**config.mk**
```make
export PLATFORM = sky130hd
export DESIGN_NAME = vga_timing_gen
export DESIGN_NICKNAME = d
export VERILOG_FILES = /design/src/rtl/vga_timing_gen.sv
export SDC_FILE = /design/constraint.sdc
export NUM_CORES = 1
export LEC_CHECK = 0
export BUFFER_PORTS_ARGS = -buffer_cell sky130_fd_sc_hd__buf_2
export CAP_MARGIN = 20
export CORE_MARGIN = 4
export CORE_UTILIZATION = 53
export DETAILED_ROUTE_END_ITERATION = 10
export PLACE_DENSITY_LB_ADDON = 0.3
export SYNTH_ARGS = -nofsm -noshare
export SYNTH_HDL_FRONTEND = slang
export SYNTH_SLANG_ARGS = --single-unit
```
**constraint.sdc**
```tcl
create_clock -name Clock -period 4.03 [get_ports Clock]
set_input_delay 0.6045 -clock Clock [delete_from_list [all_inputs] [get_ports Clock]]
set_output_delay 0.6045 -clock Clock [all_outputs]
set_load 0.01 [all_outputs]
```
**src/rtl/vga_timing_gen.sv**
```systemverilog
// Programmable VGA sync/timing generator with a built-in pixel-clock divider.
// Define VGA_ADDR_EN to add the linear frame-buffer address output oColorAddress.
module vga_timing_gen #(
    parameter int   H_ACTIVE = 640,
    parameter int   H_FP     = 16,
    parameter int   H_SYNC   = 96,
    parameter int   H_BP     = 48,
    parameter int   V_ACTIVE = 480,
    parameter int   V_FP     = 10,
    parameter int   V_SYNC   = 2,
    parameter int   V_BP     = 33,
    parameter logic HS_POL   = 1'b0,
    parameter logic VS_POL   = 1'b0,
    parameter int   CLK_DIV  = 2,
    parameter int   X_W      = 10,
    parameter int   Y_W      = 10,
    parameter int   ADDR_W   = 19
) (
    input  logic             Clock,
    input  logic             Reset,
    output logic             oHs,
    output logic             oVs,
    output logic             oActive,
    output logic [X_W-1:0]   oX,
    output logic [Y_W-1:0]   oY,
    output logic             oPixelTick,
    output logic             oLineStart,
    output logic             oFrameStart
`ifdef VGA_ADDR_EN
    ,
    output logic [ADDR_W-1:0] oColorAddress
`endif
);

    localparam int H_TOTAL = H_ACTIVE + H_FP + H_SYNC + H_BP;
    localparam int V_TOTAL = V_ACTIVE + V_FP + V_SYNC + V_BP;
    localparam int DIV_W   = (CLK_DIV > 1) ? $clog2(CLK_DIV) : 1;

    localparam bit BAD_PARAMS = (H_TOTAL > (1 << X_W)) || (V_TOTAL > (1 << Y_W)) ||
                                (CLK_DIV < 1) || (ADDR_W < 1) ||
                                (H_ACTIVE < 1) || (H_FP < 1) || (H_SYNC < 1) || (H_BP < 1) ||
                                (V_ACTIVE < 1) || (V_FP < 1) || (V_SYNC < 1) || (V_BP < 1);

    generate
        if (BAD_PARAMS) begin : g_bad_params
            $error("vga_timing_gen: illegal timing/width parameters");
        end
    endgenerate

    localparam logic [DIV_W-1:0] DIV_LAST = DIV_W'(CLK_DIV - 1);
    localparam logic [X_W-1:0]   H_LAST   = X_W'(H_TOTAL - 1);
    localparam logic [Y_W-1:0]   V_LAST   = Y_W'(V_TOTAL - 1);
    localparam logic [X_W-1:0]   H_ACT    = X_W'(H_ACTIVE);
    localparam logic [Y_W-1:0]   V_ACT    = Y_W'(V_ACTIVE);
    localparam logic [X_W-1:0]   HS_START = X_W'(H_ACTIVE + H_FP);
    localparam logic [X_W-1:0]   HS_END   = X_W'(H_ACTIVE + H_FP + H_SYNC);
    localparam logic [Y_W-1:0]   VS_START = Y_W'(V_ACTIVE + V_FP);
    localparam logic [Y_W-1:0]   VS_END   = Y_W'(V_ACTIVE + V_FP + V_SYNC);

    logic             run_q,  run_d;
    logic [DIV_W-1:0] div_q,  div_d;
    logic [X_W-1:0]   hcnt_q, hcnt_d;
    logic [Y_W-1:0]   vcnt_q, vcnt_d;

    logic tick, line_end, frame_end, active, hs_on, vs_on, line_start;

    always_comb begin
        tick      = run_q && (div_q == DIV_LAST);
        line_end  = (hcnt_q == H_LAST);
        frame_end = line_end && (vcnt_q == V_LAST);

        run_d  = 1'b1;
        div_d  = div_q;
        hcnt_d = hcnt_q;
        vcnt_d = vcnt_q;

        // Counters stay frozen until run is set so the first run cycle is pixel (0,0), div 0.
        if (run_q) begin
            div_d = tick ? '0 : div_q + 1'b1;
        end
        if (tick) begin
            if (line_end) begin
                hcnt_d = '0;
                vcnt_d = (vcnt_q == V_LAST) ? '0 : vcnt_q + 1'b1;
            end else begin
                hcnt_d = hcnt_q + 1'b1;
            end
        end

        if (Reset) begin
            run_d  = 1'b0;
            div_d  = '0;
            hcnt_d = '0;
            vcnt_d = '0;
        end
    end

    always_ff @(posedge Clock) begin
        run_q  <= run_d;
        div_q  <= div_d;
        hcnt_q <= hcnt_d;
        vcnt_q <= vcnt_d;
    end

    always_comb begin
        active     = run_q && (hcnt_q < H_ACT) && (vcnt_q < V_ACT);
        hs_on      = run_q && (hcnt_q >= HS_START) && (hcnt_q < HS_END);
        vs_on      = run_q && (vcnt_q >= VS_START) && (vcnt_q < VS_END);
        line_start = run_q && (hcnt_q == '0) && (div_q == '0);
    end

    assign oX          = hcnt_q;
    assign oY          = vcnt_q;
    assign oActive     = active;
    assign oHs         = hs_on ? HS_POL : ~HS_POL;
    assign oVs         = vs_on ? VS_POL : ~VS_POL;
    assign oPixelTick  = tick;
    assign oLineStart  = line_start;
    assign oFrameStart = line_start && (vcnt_q == '0);

`ifdef VGA_ADDR_EN
    // Running address tracks oY*H_ACTIVE+oX by counting visible pixels, avoiding a multiplier.
    logic [ADDR_W-1:0] addr_q, addr_d;

    always_comb begin
        addr_d = addr_q;
        if (tick) begin
            if (frame_end) begin
                addr_d = '0;
            end else if (active) begin
                addr_d = addr_q + 1'b1;
            end
        end
        if (Reset) begin
            addr_d = '0;
        end
    end

    always_ff @(posedge Clock) begin
        addr_q <= addr_d;
    end

    assign oColorAddress = addr_q;
`endif

endmodule

```
==> summary.txt <==
Logic synthesis
  • Combinational family with the most area after synthesis: simple AND/OR/NAND/NOR gates
  • Cell area after synthesis: 1190 um2
  • XOR/XNOR share of the synthesized area: 11.1%
  • Cell taking the most area after synthesis: dfxtp_1
  • Number of distinct library cells after synthesis: 32
  • Simple-gate area share of the yosys netlist: 37.9%
  • Area fraction of the dominant cell type after synthesis: 37.1%
  • Most frequently used flop master after synthesis: dfxtp_1
  • Most frequent cells after synthesis: 22 x dfxtp_1, 15 x nor2_1, 12 x nand3_1, 10 x xor2_1, 8 x nand4_1
  • Most common cell in the netlist: dfxtp_1
  • Number of synthesized flops with an enable pin: 0
  • Net count after synthesis: 148
  • Area share of fa/ha/maj cells after synthesis: under 10%
  • Share of synthesized flip-flops with an asynchronous set or reset: 0%
  • Post-synthesis average cell area: between 8 and 9 um2
  • Number of instances in the synthesized netlist: 142
  • Post-synthesis compound-gate area fraction: 5.27%
  • Largest cells by area after synthesis: dfxtp_1 37%, xor2_1 7.4%, nand3_1 5.1%
  • Mux share of post-synthesis cell area: 0%
  • Number of warnings printed during yosys synthesis: 0
  • Number of register bits inferred by synthesis: 22
  • Sequential area share after synthesis: 37.1%

STA
  • Setup-violating endpoint count in the final report: 0
  • Clock skew: 11.0 ps
  • Final hold violation count: 0
  • Fin. max-slew vios: 0
  • Total negative slack: 0 ps
  • Maximum clock frequency: between 400 and 500 MHz
  • Setup repair after global routing missed its margin: false
  • Worst hold-check slack: approximately 520 ps
  • Slew at the pin closest to its max-slew limit: 570 ps
  • Clock period minus final worst setup slack: 2250 ps
  • Headroom to the max-slew limit: between 60% and 70%
  • Final Cycle Share: 55.7%

Floorplanning
  • Die footprint: 3060 um2
  • I/O pin count: 28
  • Number of placement rows: 16
  • Chip Width: 55.3 um
  • Die boundary height: 55.3 um
  • Area of the core: 2040 um2
  • Starting Density: 58.1%

CTS
  • CTS H-tree depth: 1
  • CTS tree: done
  • Clk root buf: clkbuf_4
  • TritonCTS Buffers: 3
  • Post-CTS Setup Inserts: 0
  • Source-to-sink clock delay at the later pin of the worst-skew pair: 300 ps
  • Number of buffers between clock root and the deepest sink: 2
  • Register clock-pin slew on the reported worst setup and hold paths: ~110 ps
  • TritonCTS sink count: 22
  • Hold_buf cts: 0
  • PostCTS Resize Cnt: 0

Route
  • Drt pass-1 iters: 5
  • Total via count in the routed design: 1,106
  • Drt via density: around 5.8
  • DRT antenna net count: 0
  • Violation count after the first detailed-route iteration: 32
  • WL per Instance: 14.1 um
  • Post-detailed-route DRC marker count: 0
  • Sum of routed wire length over all layers: 2700 um

Global route
  • Pin count of the biggest net entering global routing: 13
  • Number of antenna violations at the first check in global routing: 0
  • Global-route wire length before repair: 4610 um
  • Vias in the first global route: about 1,000
  • GRT Residual Overflow: 0
  • GRT Util Overall: 17.8%

Worst setup path
  • Type of the setup path with the least slack: reg2out
  • Maximum single-stage delay on the critical path: about 500 ps
  • Max Fanout on Critical Path: 7
  • Kind of end point of the critical path: output port
  • Cell family with the largest share of critical-path delay: simple AND/OR/NAND/NOR gates
  • CP Data Required Time: about 3400 ps
  • Cell with the largest stage delay on the worst path: or4_1
  • Critical Path AT: 1640 ps
  • Cell breakdown of the critical path: nand4_1 > or4_1 > buf_2
  • Buffers & Inverters on Critical Path: 1
  • Critical path launch point type: register

Pwr
  • Pwr Density: between 200 and 300 nW/um2
  • Sum of internal, switching and leakage power: 0.366 mW
  • Max VDD drop: 0.252 mV
  • Static leakage: 0.562 nW

Worst hold path
  • Class of the most critical hold timing path: in2reg

Layout
  • Fraction of final layout cells with drive strength greater than 1: 21.2%
  • Final nets: 172
  • Antenna cells: 0
  • Layout overhead on the synthesized area: 14.4%

Place
  • Post-detail-place hpwl: 2040 um
  • Count of port buffers added during placement: 27
  • Routability cong.: 0.857

Run
  • Max cap viols: 0

Outcome
  • Result of the run: finished clean
## worst paths after layout
check / startpoint / end / slack (ps) / cells past startpoint
worst min-delay path: Reset / div_q / 520 / 2
worst max register to register: oX[0] / oY[7] / 2000 / 5
worst min register to register: oY[8] / oY[8] / 530 / 2
worst max-delay path: oY[5] / oVs / 1780 / 3
## cell usage in the layout, fill, tap and decap left out, types with 5 or more instances in the layout
cell      n
buf_2    27
inv_1     5
nor2_1   15
and3_1    5
a21oi_1   6
nand2_1   7
xnor2_1   5
nand4_1   8
nand3_1  12
dfxtp_1  22
xor2_1   10
## stage by stage
step                      instances  utilization, %  instance area [um2]  worst slack, ps
after floorplan                 142               -                 1190             2130
after global placement          188            64.8                 1320             2140
after detailed placement        188            64.8                 1320             2040
after CTS                       192            66.5                 1360             1780
after global routing            192            66.5                 1360             1650
final                           192            66.5                 1360             1780
## power breakdown
group / switching, mW / internal [mW]
registers: 0.00482 / 0.220
clock network: 0.0632 / 0.0551
logic: 0.0126 / 0.0100
total: 0.0806 / 0.285
## sequential cells by signal, summed over array words and instances, names as in the netlist
name   flops
div_q      1
oX        10
oY        10
run_q      1
## cells by family after synthesis
kind of cell | after synthesis
compound gates | 12
xor+xnor | 15
fa+ha+maj | 4
buf+inv | 13
flops | 22
simple gates | 76
## area by class of cell
cell class | count | area (um2)
Multi-Input combinational cell | 107 | 694
Fill cell | 196 | 683
Clock buffer | 4 | 36.3
Inverter | 5 | 18.8
Sequential cell | 22 | 440
Tap cell | 27 | 33.8
Timing Repair Buffer | 27 | 135
## layer usage
layer	vias to the layer above	part of all wire [%]	track usage, %
met2	32	49	30.2
met5	-	0	0
met4	0	0.93	6.25
met1	519	45	22.5
met3	4	4.4	2.80
li1	551	-	-
Power figures use the tool's default switching activity.
